## config.mk

```make
export PLATFORM = sky130hd
export DESIGN_NAME = restoring_divider_flat
export DESIGN_NICKNAME = d
export VERILOG_FILES = /design/src/rtl/restoring_divider_if.sv /design/src/rtl/restoring_divider.sv /design/src/flat_wrapper.sv
export SDC_FILE = /design/constraint.sdc
export NUM_CORES = 1
export LEC_CHECK = 0
export ABC_CLOCK_PERIOD_IN_PS = 2600
export BUFFER_PORTS_ARGS = -buffer_cell sky130_fd_sc_hd__buf_2
export CAP_MARGIN = 5
export CORE_AREA = 2 2 50 52
export CTS_CLUSTER_DIAMETER = 120
export DETAILED_ROUTE_END_ITERATION = 8
export DIE_AREA = 0 0 52 54
export GPL_TIMING_DRIVEN = 0
export PLACE_DENSITY = 0.83
export SLEW_MARGIN = 10
export SYNTH_ARGS = -nofsm -noshare
export SYNTH_HDL_FRONTEND = slang
export SYNTH_SLANG_ARGS = --single-unit
```

## constraint.sdc

```tcl
create_clock -name clk -period 2.6 [get_ports clk]
set_clock_uncertainty 0.1 [all_clocks]
set_input_delay 0.13 -clock clk [delete_from_list [all_inputs] [get_ports clk]]
set_output_delay 0.13 -clock clk [all_outputs]
set_load 0.005 [all_outputs]
```

## src/rtl/restoring_divider_if.sv

```systemverilog
// restoring_divider_if: operand load/start handshake and result bus for the restoring divider.
interface restoring_divider_if;
  logic       start;
  logic [3:0] dividend;
  logic [3:0] divisor;
  logic [3:0] quotient;
  logic [3:0] remainder;
  logic [1:0] count;
  logic       done;
  logic       div_zero;
  modport master (
    output start, dividend, divisor,
    input  quotient, remainder, count, done, div_zero
  );
  modport slave (
    input  start, dividend, divisor,
    output quotient, remainder, count, done, div_zero
  );
endinterface

```

## src/rtl/restoring_divider.sv

```systemverilog
// restoring_divider: 4-bit unsigned restoring divider, one quotient bit per clock.
module restoring_divider (
  input logic                clk,
  input logic                reset,
  restoring_divider_if.slave bus
);
  typedef enum logic [1:0] {IDLE, RUN, DONE} state_t;
  state_t     state, state_nx;
  logic       load, step;
  logic [4:0] a, a_sh, t;
  logic [3:0] q, m, q_nx;
  logic [8:0] sh;
  logic [1:0] cnt;
  logic       done_r, dz;
  always_ff @(posedge clk or negedge reset)
    if (!reset) state <= IDLE;
    else        state <= state_nx;
  always_comb
    state_nx = !bus.start ? RUN :
               (state == RUN && cnt == 2'd3) ? DONE : state;
  always_comb begin
    load = !bus.start;
    step = bus.start && state == RUN;
  end
  assign sh   = {a, q} << 1;
  assign a_sh = sh[8:4];
  // t[4] set means the trial subtraction went negative, so A is restored
  assign t    = a_sh + ~{1'b0, m} + 5'd1;
  assign q_nx = sh[3:0] | {3'b000, ~t[4]};
  always_ff @(posedge clk or negedge reset)
    if (!reset) begin
      a      <= '0;
      q      <= '0;
      m      <= '0;
      cnt    <= '0;
      done_r <= 1'b0;
      dz     <= 1'b0;
    end else if (load) begin
      a      <= '0;
      q      <= bus.dividend;
      m      <= bus.divisor;
      cnt    <= '0;
      done_r <= 1'b0;
      dz     <= bus.divisor == 4'd0;
    end else if (step) begin
      a      <= t[4] ? a_sh : t;
      q      <= q_nx;
      cnt    <= cnt + 2'd1;
      done_r <= cnt == 2'd3;
    end
  assign bus.quotient  = q;
  assign bus.remainder = a[3:0];
  assign bus.count     = cnt;
  assign bus.done      = done_r;
  assign bus.div_zero  = dz;
endmodule

```

## src/flat_wrapper.sv

```systemverilog
// flat-port wrapper written by rule: the top's interface ports become plain ports
module restoring_divider_flat 
  (clk, reset, bus_start, bus_dividend, bus_divisor, bus_quotient, bus_remainder, bus_count, bus_done, bus_div_zero);
  restoring_divider_if bus_i ();
  input logic clk;
  input logic reset;
  input wire logic [$bits(bus_i.start)-1:0] bus_start;
  input wire logic [$bits(bus_i.dividend)-1:0] bus_dividend;
  input wire logic [$bits(bus_i.divisor)-1:0] bus_divisor;
  output wire logic [$bits(bus_i.quotient)-1:0] bus_quotient;
  output wire logic [$bits(bus_i.remainder)-1:0] bus_remainder;
  output wire logic [$bits(bus_i.count)-1:0] bus_count;
  output wire logic [$bits(bus_i.done)-1:0] bus_done;
  output wire logic [$bits(bus_i.div_zero)-1:0] bus_div_zero;
  assign bus_i.start = bus_start;
  assign bus_i.dividend = bus_dividend;
  assign bus_i.divisor = bus_divisor;
  assign bus_quotient = bus_i.quotient;
  assign bus_remainder = bus_i.remainder;
  assign bus_count = bus_i.count;
  assign bus_done = bus_i.done;
  assign bus_div_zero = bus_i.div_zero;
  restoring_divider u_core (.clk(clk), .reset(reset), .bus(bus_i));
endmodule
```

Word-level counts from Yosys, hierarchy flattened:

Cells that the tools add are included.

* flip-flop bits (word level): 18
* bits in latches: 0
* bits in writable memories: 0
* bits in read-only memories: 0
* input port bits: 11
* output and inout bits: 12
* logic and storage cells: 31
* memories: 0

* add/subtract/negate cells: 3
* multipliers: 0
* div/mod/pow operators: 0
* order comparisons: 0
* eq/ne operators: 4
* shift-type cells: 0
* muxes and demuxes: 11
* bitwise logic cells: 3
* reductions and logical operators: 3

Operators by type and width (count)
* 4-bit 2-to-1 mux: 5
* 2-bit 2-to-1 mux: 4
* 5-bit by 1-bit adder with 5-bit output, second input constant: 1
* 5-bit adder: 1
* 4-bit NOT with 5-bit output: 1
* 4-bit logical NOT: 1
* 2-bit by 1-bit != test with 1-bit output, second input constant: 2
* 4-bit by 1-bit bitwise OR with 4-bit output: 1
* 2-bit by 1-bit adder with 2-bit output, second input constant: 1
* 2-bit by 1-bit equality test with 1-bit output, second input constant: 1
* 2-bit equality test, second input constant: 1
* 1-bit logical AND: 2
* 1-bit 2-to-1 mux: 2
* 1-bit NOT: 1

Logic depth before layout (Yosys ltp):

Gate-level depths: netlist (run 1).

* word-level depth: 7
* mapped depth: 7
* depth with buffers taken out: 7

Worst setup path before layout (run 1):

OpenSTA, ideal clock, no wires.

* path kind: flip-flop to flip-flop
* from: register u_core.q[3] (netlist: u_core.bus.quotient[3])
* to: register u_core.a[0]
* setup time: 0.137 ns
* arrival: 1.707 ns
* data required time: 2.363 ns
* slack: 0.656 ns
* stages on the path, launching flop included: 8
* buffers on the path: 0
* clock period less this slack: 1.944 ns
* cells stage by stage: dfrtp_1 > inv_1 > ha_1 > fa_1 > nand2b_4 > a21o_4 > a211oi_1 > a2111oi_2

* longest elaborated chain between the ends: 5

Ends and longest elaborated chain
* start: declaration: RTL line restoring_divider.sv:11 `logic [3:0] q, m, q_nx;`
* start signal: assignment: RTL line restoring_divider.sv:40 `q <= bus.dividend;`
* start signal: assignment: RTL line restoring_divider.sv:47 `q <= q_nx;`
* 5-bit adder: RTL line restoring_divider.sv:28 `assign t = a_sh + ~{1'b0, m} + 5'd1;`
* 5-bit by 1-bit adder with 5-bit output: RTL line restoring_divider.sv:28
* 4-bit 2-to-1 mux (*): RTL line restoring_divider.sv:46 `a <= t[4] ? a_sh : t;`
* 4-bit 2-to-1 mux (*): RTL line restoring_divider.sv:45 `end else if (step) begin`
* 4-bit 2-to-1 mux (*): RTL line restoring_divider.sv:38 `end else if (load) begin`
* end signal: assignment: RTL line restoring_divider.sv:46
* end: declaration: RTL line restoring_divider.sv:10 `logic [4:0] a, a_sh, t;`

Mark *: on every way between the ends. The rest lies on a longest branch, timed or not. The select of a mux whose other input is x is not followed.
A chain may end at the register's enable or synchronous reset.

Worst setup path after layout (run 1):

Same ends and word-level chain as after synthesis.

==> results of run 1 <==
## state kept, by name (all words and copies together) (netlist names)
signal	count
u_core.a	4
u_core.bus.done	1
u_core.m	4
u_core.bus.count	2
u_core.state	2
u_core.bus.quotient	4
u_core.bus.div_zero	1
## final timing paths
check / from / to / slack (ns) / depth (start not counted)
max in group asynchronous: reset / u_core.a[1] / 1.93 / 2
worst max register to register: u_core.bus.quotient[3] / u_core.a[0] / 0.44 / 7
worst min-delay path: bus_start / u_core.a[1] / 0.17 / 3
worst max-delay path: u_core.bus.quotient[3] / u_core.a[0] / 0.44 / 7
min in group asynchronous: reset / u_core.a[3] / 0.19 / 2
worst min register to register: u_core.m[2] / u_core.m[2] / 0.42 / 1
## area by class of cell
cell class	instances	share of cell area, %
multi-input combinational	85	44.1
buffer	7	3.33
tap	30	2.70
clock buffer	3	1.62
timing repair buffer	30	14.0
sequential	18	32.4
inverter	7	1.89
## stage by stage
step	hold WS [ns]	setup slack [ns]	utilization (%)	power, W	instances
floorplan	-0.266	0.656	-	0.000944	117
global placement	-0.0261	0.580	55.1	0.00108	168
detailed placement	-0.0173	0.469	55.1	0.00114	168
CTS	0.153	0.434	60.0	0.00128	180
global route	0.183	0.355	60.0	0.00139	180
finish	0.169	0.438	60.0	0.00128	180
## kinds of logic after synthesis
family	share of synthesized area, %
multiplexers	6.61
AO/OA/AOI/OAI	17.4
XOR/XNOR	2.31
flip-flops	39.6
buffers and inverters	6.39
adder cells (fa/ha/maj)	7.27
AND/OR/NAND/NOR	20.4
## layout by cell type, fill, tap and decap left out, types with 2 or more instances in the layout
cell type      instances
xnor2_1                3
a211oi_1               3
o21ai_0                5
buf_2                 25
clkbuf_4               3
nor3_1                 5
dfrtp_1               18
buf_6                  2
or3_1                  2
a21oi_1                6
mux2i_1                3
dlygate4sd3_1          9
ha_1                   5
inv_1                  7
nor2b_1                2
nand3_1                2
nand2b_1               3
a31oi_1                3
nor2_1                 6
mux2_2                 4
nor3b_1                3
nand2_1               15
## where the power goes
group / internal (W) / total [W] / switching [W] / leakage [nW]
combinational: 0.000342 / 0.000726 / 0.000384 / 0.417
sequential: 0.000351 / 0.000419 / 0.0000675 / 0.221
clock: 0.0000539 / 0.000138 / 0.0000840 / 0.0138
total: 0.000747 / 0.00128 / 0.000536 / 0.652
## synth_stat cells (all sizes together)
| cell | number | area (um2) |
|---|---|---|
| dfrtp | 18 | 450 |
| a31oi | 3 | 18.8 |
| a2111oi | 1 | 15.0 |
| nand2 | 15 | 56.3 |
| nor2 | 8 | 40.0 |
| xnor2 | 3 | 26.3 |
| and2 | 1 | 6.26 |
| buf | 6 | 42.5 |
| nor3b | 3 | 22.5 |
| mux2i | 3 | 30.0 |
| o2111a | 1 | 11.3 |
| nor2b | 2 | 12.5 |
| o21a | 1 | 7.51 |
| a21o | 1 | 15.0 |
| inv | 7 | 26.3 |
| mux2 | 4 | 45.0 |
| a21oi | 7 | 46.3 |
| nand2b | 4 | 32.5 |
| and3 | 1 | 6.26 |
| o31ai | 1 | 7.51 |
| or3 | 2 | 12.5 |
| ha | 5 | 62.6 |
| clkbuf | 1 | 3.75 |
| nand3 | 2 | 10.0 |
| o32ai | 1 | 16.3 |
| o21ai | 5 | 25.0 |
| nor3 | 5 | 25.0 |
| fa | 1 | 20.0 |
| or4 | 1 | 7.51 |
| a211oi | 4 | 35.0 |
## metal layers
metal	GRT usage (%)	wire length, um	vias to the layer above
li1	-	-	479
met1	24.6	1080	486
met2	37.1	1320	33
met3	2.50	105	8
met4	11.4	60	0
met5	0	0	-
## worst register-to-register path, cell delays in order (launching register included)
cell,delay [ns]
dfrtp_1,0.41
inv_1,0.08
ha_1,0.23
fa_1,0.42
nand2b_4,0.19
a21oi_4,0.21
a21oi_1,0.08
a2111oi_2,0.32
==> flow_metrics.tcl, run 1 <==
set metrics [dict create \
    maximum_level_of_the_cts_h_tree 1 \
    drive_above_1_share_pct 28.0 \
    routed_wirelength_mm 2.57 \
    design_area_um2 1390 \
    syn_area_per_cell_um2 9.71 \
    max-clock-path-buffers 2 \
    antenna_violating_nets_post_route 0 \
    seq_area_frac_synth_pct 39.6 \
    required_time_of_the_critical_path_ns 2.68 \
    report.final.slew_viol_count 0 \
    clk_pin_slew_ns 0.10 \
    cellLeakagePower_nw 0.652 \
    routability_cong 0.833 \
    drcViolationCount 0 \
    seqCellArea_um2 450 \
    floorplan.die.width_um 52 \
    critical_path.n_buffers_inverters 1 \
    cts_hold_buffers 9 \
    nFillCells 193 \
    yosys_register_bits 18 \
    max_capacitance_violation_count 0 \
    tritoncts.num_buffers 3 \
    fmax_mhz 463 \
    placementRows 18 \
    ir_drop_uv 576 \
    num_io_pins 23 \
    ctsRootBufferMaster "clkbuf_4" \
    groute.usage.overall_pct 20.9 \
    detail_route.first_pass.iterations 4 \
    grt_first_pass_wirelength_mm 4.31 \
    placement.io_buffers 21 \
    powerDensity_nw_per_um2 922 \
    floorplan.die.height_um 54 \
    detailedRoute.firstIterationViolations 4 \
    critPathSlowestCell "fa_1" \
    layout.nets 169 \
    drt-wirelength-per-cell_um 14.3 \
    report.final.setup_viol 0 \
    hold_path.class "in -> reg" \
    synthToLayoutAreaGrowth_pct 22.5 \
    timing.setup.critical_path_class "reg -> reg" \
    antenna_found_initial 0 \
    crit_arrival_ns 2.24 \
    placement.cell_area_um2 1280 \
    run_status "complete, no violations" \
    syn-num-nets 134 \
    critical_path.max_stage_delay_ns 0.42 \
    period_share_pct 83.1 \
    tightestPinTransition_ns 0.428 \
    cells_along_the_critical_path "inv_1 > ha_1 > fa_1 > nand2b_4 > a21oi_4 > a21oi_1 > a2111oi_2" \
    multiInputGateArea_um2 613 \
    grt_max_degree 19 \
    detailedPlacementHpwl_mm 1.89 \
    clock_sink_count 18 \
    fin_crit_ns 2.16 \
    netlist_instances 117 \
    num_vias 1006 \
    yosys_warnings 0 \
    crit_path_max_fanout 4 \
    final.setup.tns_ns 0 \
    coreArea_um2 2320 \
    report.final.hold_viol_count 0 \
    cp-end-kind "flip-flop" \
    overflow 0 \
    setup.worst_path.start_class "flip-flop" \
    initial_utilization_pct 49.0 \
    insertedDiodeCount 0 \
    cts_tree "done" \
    die-area_um2 2810 \
    vias_per_cell 5.59 \
    worstSkewPairLatency_ns 0.29 \
    cts_resized 0 \
    yosysUniqueCellTypes 36 \
    critical_path.top_delay_family "adder cells" \
    vias_in_the_first_global_route 978 \
    synth.cell_area_um2 1140 \
    worst_slew_margin_rel_pct 71.5 \
    grt_setup_unrepaired "false" \
    post-cts-setup-buffer-count 0 \
]
Power figures use the tool's default switching activity.
==> run 2, diff against run 1 <==
--- a/config.mk
+++ b/config.mk
@@ -5,7 +5,7 @@
 export SDC_FILE = /design/constraint.sdc
 export NUM_CORES = 1
 export LEC_CHECK = 0
-export ABC_CLOCK_PERIOD_IN_PS = 2600
+export ABC_CLOCK_PERIOD_IN_PS = 2000
 export BUFFER_PORTS_ARGS = -buffer_cell sky130_fd_sc_hd__buf_2
 export CAP_MARGIN = 5
 export CORE_AREA = 2 2 50 52
==> constraint.sdc (replaced) <==
create_clock -name clk -period 2 [get_ports clk]
set_clock_uncertainty 0.1 [all_clocks]
set_input_delay 0.1 -clock clk [delete_from_list [all_inputs] [get_ports clk]]
set_output_delay 0.1 -clock clk [all_outputs]
set_load 0.005 [all_outputs]
==> run 2 against run 1 <==
Net effect:
- critical path depth did not move
- critical endpoint is now u_core.a[3]
- cell count increased by 1.7%
- sequential share of layout area decreased by 1.2 points
- core utilization grew 2.3 points
- hold slack worse by 0.020 ns
- non-clock buffer count up 3
- critical path type unchanged
- global-route usage up 0.36 points
==> flow_metrics.tcl, run 2 (synthesis gave the netlist of run 1 again) <==
set metrics [dict create \
    fmax_mhz 511 \
    antenna_found_initial 0 \
    num_vias 1014 \
    tightestPinTransition_ns 0.443 \
    overflow 0 \
    placementRows 18 \
    crit_path_max_fanout 5 \
    powerDensity_nw_per_um2 1210 \
    floorplan.die.height_um 54 \
    drt-wirelength-per-cell_um 14.6 \
    clkPwrFrac_pct 10.2 \
    cts_tree "done" \
    switching_share_pct 41.5 \
    tritoncts.num_buffers 3 \
    ctsRootBufferMaster "clkbuf_4" \
    p_seq_share_pct 31.0 \
    worst_slew_margin_rel_pct 70.5 \
    fin_crit_ns 1.96 \
    synthToLayoutAreaGrowth_pct 27.2 \
    routability_cong 0.833 \
    vias_per_cell 5.54 \
    grt_max_degree 19 \
    timing.setup.critical_path_class "reg -> reg" \
    maximum_level_of_the_cts_h_tree 1 \
    clock_sink_count 18 \
    cells_along_the_critical_path "inv_2 > ha_4 > fa_2 > nand2b_4 > a21o_4 > a211oi_2 > o32ai_2" \
    layout.nets 172 \
    max-clock-path-buffers 2 \
    hold_path.class "in -> reg" \
    crit-reg2reg-launch "u_core.bus.quotient[3]" \
    report.final.slew_viol_count 0 \
    floorplan.die.width_um 52 \
    placement.io_buffers 21 \
    intPower_w 0.00103 \
    antenna_violating_nets_post_route 0 \
    groute.usage.overall_pct 21.3 \
    cp-end-kind "flip-flop" \
    worstSkewPairLatency_ns 0.29 \
    initial_utilization_pct 49.0 \
    max_capacitance_violation_count 0 \
    finalHoldWorstSlack_ns 0.148 \
    run_status "complete, no violations" \
    coreArea_um2 2320 \
    ir_drop_uv 755 \
    die-area_um2 2810 \
    setup.worst_path.start_class "flip-flop" \
    detailedRoute.firstIterationViolations 22 \
    insertedDiodeCount 0 \
    critical_path.max_stage_delay_ns 0.38 \
    power.switching_w 0.000728 \
    vias_in_the_first_global_route 990 \
    report.final.hold_viol_count 0 \
    pwr-share-comb_pct 58.8 \
    most-common-layout-cells "buf_2, dfrtp_1, nand2_1" \
    drcViolationCount 0 \
    cellLeakagePower_nw 0.669 \
    final_common_cell "buf_2" \
    drive_above_1_share_pct 32.7 \
    worstHoldPathCells 3 \
    detailedPlacementHpwl_mm 1.89 \
    routed_wirelength_mm 2.68 \
    detail_route.first_pass.iterations 4 \
    fin_total_pwr_w 0.00175 \
    report.final.setup_viol 0 \
    timing.hold.worst.start "bus_start" \
    period_share_pct 97.8 \
    reg2reg_depth 7 \
    required_time_of_the_critical_path_ns 2.07 \
    clk_pin_slew_ns 0.10 \
    worstSetupStartpoint "u_core.bus.quotient[3]" \
    grt_first_pass_wirelength_mm 4.37 \
    nFillCells 180 \
    crit_arrival_ns 2.03 \
    num_io_pins 23 \
    grt_setup_unrepaired "true" \
    critPathSlowestCell "dfrtp_1" \
]
[run 2: cell types whose count changed in the layout (fill, tap and decap cells not counted), sizes merged]
cell / before / now
buf: 27 / 30
[run 2: path summary, 6_finish.rpt]
| path | slack, ns | end |
|---|---|---|
| worst min register to register | 0.42 | u_core.bus.div_zero |
| worst max-delay path | 0.04 | u_core.a[3] |
| worst max register to register | 0.04 | u_core.a[3] |
| max in group asynchronous | 1.36 | u_core.a[1] |
| min in group asynchronous | 0.16 | u_core.a[3] |
| worst min-delay path | 0.15 | u_core.a[1] |
[run 2: through the flow]
step                area, um2  worst slack (ns)  util, %  TNS, ns  std cells
finish                   1450            0.0438     62.3        0        183
global route             1450           -0.0327     62.3  -0.0627        183
CTS                      1410            0.0226     60.9        0        182
detailed placement       1280            -0.131     55.1   -0.318        168
global placement         1280           -0.0197     55.1  -0.0240        168
floorplan                1140            0.0561        -        0        117
[run 2: worst max-delay path, delay by kind of cell (launching register included)]
kind	cells	cell delay [ns]
AO/OA/AOI/OAI	3	0.58
adder cells (fa/ha/maj)	2	0.53
buffers and inverters	1	0.06
flip-flops	1	0.38
AND/OR/NAND/NOR	1	0.17
[run 2: per-layer routing]
metal,global-route usage [%],vias to the layer above,routed length (um)
met2,36.9,26,1390
met3,2.50,6,80
met5,0,-,0
met1,25.9,499,1150
li1,-,483,-
met4,11.4,0,49
[run 2: power by group through the flow]
stage	sequential, W	combinational [W]	clock [W]
2_1_floorplan	0.000539	0.000689	0
3_3_place_gp	0.000540	0.000868	0
3_5_place_dp	0.000548	0.000929	0
4_1_cts	0.000539	0.000984	0.000181
5_1_grt	0.000554	0.00114	0.000195
6_report	0.000544	0.00103	0.000179
[run 2: final cells by class]
cell class              instances  area [um2]  share of cell area [%]
plain buffers                   7        46.3                    3.20
clock buffers                   3        22.5                    1.56
inverters                       7        26.3                    1.82
multi-input cells              85         641                    44.3
flip-flops and latches         18         450                    31.2
well taps                      30        37.5                    2.60
repair buffers                 33         221                    15.3
[run 2: what timing repair did]
action	4_1_cts	5_1_grt
buffers inserted	2	1
pin swaps	2	3
setup endpoints to repair	5	5
hold buffers	9	0
hold endpoints to repair	26	0
gates resized for setup	2	5
==> run 3, diff against run 2 <==
--- a/config.mk
+++ b/config.mk
@@ -5,15 +5,16 @@
 export SDC_FILE = /design/constraint.sdc
 export NUM_CORES = 1
 export LEC_CHECK = 0
+export ABC_AREA = 1
 export ABC_CLOCK_PERIOD_IN_PS = 2000
 export BUFFER_PORTS_ARGS = -buffer_cell sky130_fd_sc_hd__buf_2
 export CAP_MARGIN = 5
-export CORE_AREA = 2 2 50 52
+export CORE_AREA = 2 2 47 49
 export CTS_CLUSTER_DIAMETER = 120
 export DETAILED_ROUTE_END_ITERATION = 8
-export DIE_AREA = 0 0 52 54
+export DIE_AREA = 0 0 49 51
 export GPL_TIMING_DRIVEN = 0
-export PLACE_DENSITY = 0.83
+export PLACE_DENSITY = 0.75
 export SLEW_MARGIN = 10
 export SYNTH_ARGS = -nofsm -noshare
 export SYNTH_HDL_FRONTEND = slang
==> run 3 against run 2 <==
Net effect:
- hold slack lost 0.068 ns
- register-to-register slack improved by 0.13 ns
- via count down 12%
- combinational power fell by 39%
- sequential share of layout area is 4.2 points higher
- synthesized cell count down 1.7%
- core utilization shrank 0.56 points
- largest cell class unchanged
- highest routed layer unchanged
- flip-flop and latch count is the same
==> flow_metrics.tcl, run 3 <==
set metrics [dict create \
    detail_route.first_pass.iterations 4 \
    placement.io_buffers 22 \
    netlist_instances 115 \
    routability_cong 0.823 \
    synth_edf_count 0 \
    grt_setup_unrepaired "false" \
    report.final.slew_viol_count 0 \
    timing.rr.end "u_core.a[1]" \
    drt-wirelength-per-cell_um 13.2 \
    timing.hold.worst.start "bus_start" \
    most-common-layout-cells "nand2_1, buf_2, inv_1" \
    ys_top_cells_by_area "dfrtp_1, nand2_1, inv_1" \
    crit_arrival_ns 1.92 \
    gr-usage-met1_pct 24.1 \
    cp-end-kind "flip-flop" \
    placementRows 17 \
    drcViolationCount 0 \
    tritoncts.num_buffers 3 \
    yosys_most_used_dff "dfrtp_1" \
    gr-max-usage-layer "met2" \
    yosys_register_bits 18 \
    maximum_level_of_the_cts_h_tree 1 \
    synth.top_cells.by_count "nand2_1, inv_1, dfrtp_1" \
    synthToLayoutAreaGrowth_pct 29.0 \
    max_capacitance_violation_count 0 \
    required_time_of_the_critical_path_ns 2.09 \
    yosys_warnings 0 \
    floorplan.die.width_um 49 \
    main_combinational_cell_family_by_area_after_synthesis "simple AND/OR/NAND/NOR gates" \
    groute.usage.overall_pct 20.6 \
    grt_first_pass_wirelength_mm 3.88 \
    initial_utilization_pct 47.8 \
    detailedPlacementHpwl_mm 1.65 \
    vias_in_the_first_global_route 860 \
    final.setup.tns_ns 0 \
    insertedDiodeCount 0 \
    crit_path_max_fanout 5 \
    drive_above_1_share_pct 25.8 \
    cpMostUsedCell "nand2_1" \
    num_vias 897 \
    placement.cell_area_um2 1130 \
    seqCellArea_um2 450 \
    powerDensity_nw_per_um2 1090 \
    num_io_pins 23 \
    critPathSlowestCell "dfrtp_1" \
    synth.mux.area_fraction_pct 0 \
    clock_sink_count 18 \
    vias_per_cell 5.01 \
    overflow 0 \
    worst_slew_margin_rel_pct 73.2 \
    cells_along_the_critical_path "inv_1 > ha_2 > fa_2 > inv_1 > nand2_1 > nand2_2 > nand3_4 > nand2_4 > nand2_1 > nand3_1 > nand2_1" \
    yosysUniqueCellTypes 26 \
    netlist.area_leader.share_pct 45.6 \
    critical_path.max_stage_delay_ns 0.36 \
    detailedRoute.firstIterationViolations 9 \
    die-area_um2 2500 \
    ctsRootBufferMaster "clkbuf_4" \
    cellLeakagePower_nw 0.694 \
    synth-xor-area-share_pct 0.887 \
    report.final.setup_viol 0 \
    synthAdderAreaFrac_pct 8.37 \
    crit-reg2reg-launch "u_core.bus.quotient[3]" \
    worstSkewPairLatency_ns 0.30 \
    period_share_pct 91.4 \
    compound_gate_fraction_of_synth_area_pct 10.8 \
    antenna_found_initial 0 \
    design_area_um2 1270 \
    timing.setup.critical_path_class "reg -> reg" \
    max-clock-path-buffers 2 \
    cts_tree "done" \
    seq_area_frac_synth_pct 45.6 \
    grt_max_degree 19 \
    report.final.hold_viol_count 0 \
    reg2reg_depth 11 \
    synth.largest_area_cell "dfrtp_1" \
    routed_wirelength_mm 2.37 \
    synth-async-reset-ratio_pct 100 \
    nFillCells 184 \
    setup.worst_path.start_class "flip-flop" \
    tightestPinTransition_ns 0.402 \
    run_status "complete, no violations" \
    synth.cell_area_um2 987 \
    rrSetupSlack_ns 0.17 \
    syn-num-nets 132 \
    multiInputGateArea_um2 462 \
    fin_crit_ns 1.83 \
    worstHoldPathCells 3 \
    final_common_cell "nand2_1" \
    fmax_mhz 547 \
    post-synth-top-count-cell "nand2_1" \
    clk_pin_slew_ns 0.10 \
    layout.nets 169 \
    antenna_violating_nets_post_route 0 \
    gr-usage-met3_pct 1.75 \
    hold_path.class "in -> reg" \
    coreArea_um2 2060 \
    ir_drop_uv 679 \
    floorplan.die.height_um 51 \
    post_synth_and_or_nand_nor_area_fraction_pct 26.2 \
    min_to "u_core.bus.quotient[1]" \
    syn_area_per_cell_um2 8.58 \
    global_route.usage.met2_pct 39.5 \
]
## run 3: cell types whose count changed after synthesis, sizes merged, moves of 4 or more
| cell | delta |
|---|---|
| nand2 | +19 |
| inv | +13 |
| nand3 | +13 |
| buf | -5 |
| nor2 | -5 |
| nor3 | -5 |
| a211oi | -4 |
| a21oi | -4 |
| mux2 | -4 |
| nand2b | -4 |
## run 3: power breakdown
| group | switching, W | internal, W |
|---|---|---|
| registers | 0.0000788 | 0.000449 |
| logic | 0.000365 | 0.000264 |
| clock network | 0.000118 | 0.000111 |
| total | 0.000562 | 0.000823 |
## run 3: worst max-delay path: cells and delay by family, from the launching register on
kind / cells / cell delay [ns]
fa+ha+maj: 2 / 0.57
simple gates: 7 / 0.54
flops: 1 / 0.36
buf+inv: 2 / 0.16
## run 3: worst max-delay path by stage
stage | startpoint | end
floorplan | u_core.bus.quotient[3] | u_core.a[0]
global placement | u_core.bus.quotient[3] | u_core.a[3]
detailed placement | u_core.bus.quotient[3] | u_core.a[1]
CTS | u_core.bus.quotient[3] | u_core.a[1]
global route | u_core.bus.quotient[3] | u_core.a[2]
finish | u_core.bus.quotient[3] | u_core.a[1]
## run 3: cell type report
| class | instances | share of cell area, % |
|---|---|---|
| multi-input combinational | 76 | 36.2 |
| sequential | 18 | 35.4 |
| timing repair buffer | 32 | 16.5 |
| inverter | 20 | 5.89 |
| clock buffer | 4 | 2.85 |
| tap | 28 | 2.75 |
| buffer | 1 | 0.393 |
## run 3: per-layer routing
metal	wire length, um	share of wire, %
met3	69	2.9
met4	34	1.4
met1	946	40
met5	0	0
met2	1320	56
## run 3: cell families (layout without fill, tap and decap cells)
kind of cell,after synthesis,after routing
and+or+nand+nor,54,54
buffers and inverters,21,57
DFF,18,18
AOI/OAI and AO/OA,15,15
adders and majority gates,6,6
xor gates and xnor gates,1,1
## run 3: metrics by stage
step	setup WS (ns)	hold WS, ns	std cells	total power [W]	utilization [%]
after global placement	0.144	-0.0511	165	0.00110	54.9
after global routing	0.0368	0.111	179	0.00150	61.7
final	0.171	0.0803	179	0.00139	61.7
after detailed placement	0.0746	-0.0450	165	0.00114	54.9
after floorplan	0.246	-0.296	115	0.000945	-
after CTS	0.0541	0.0887	179	0.00137	61.5
## run 3: repair_timing
item,in CTS,in global routing
hold endpoints to repair,27,0
endpoints found under the setup margin,0,4
hold buffers,10,0
resized for setup,0,2
buffers inserted,0,0
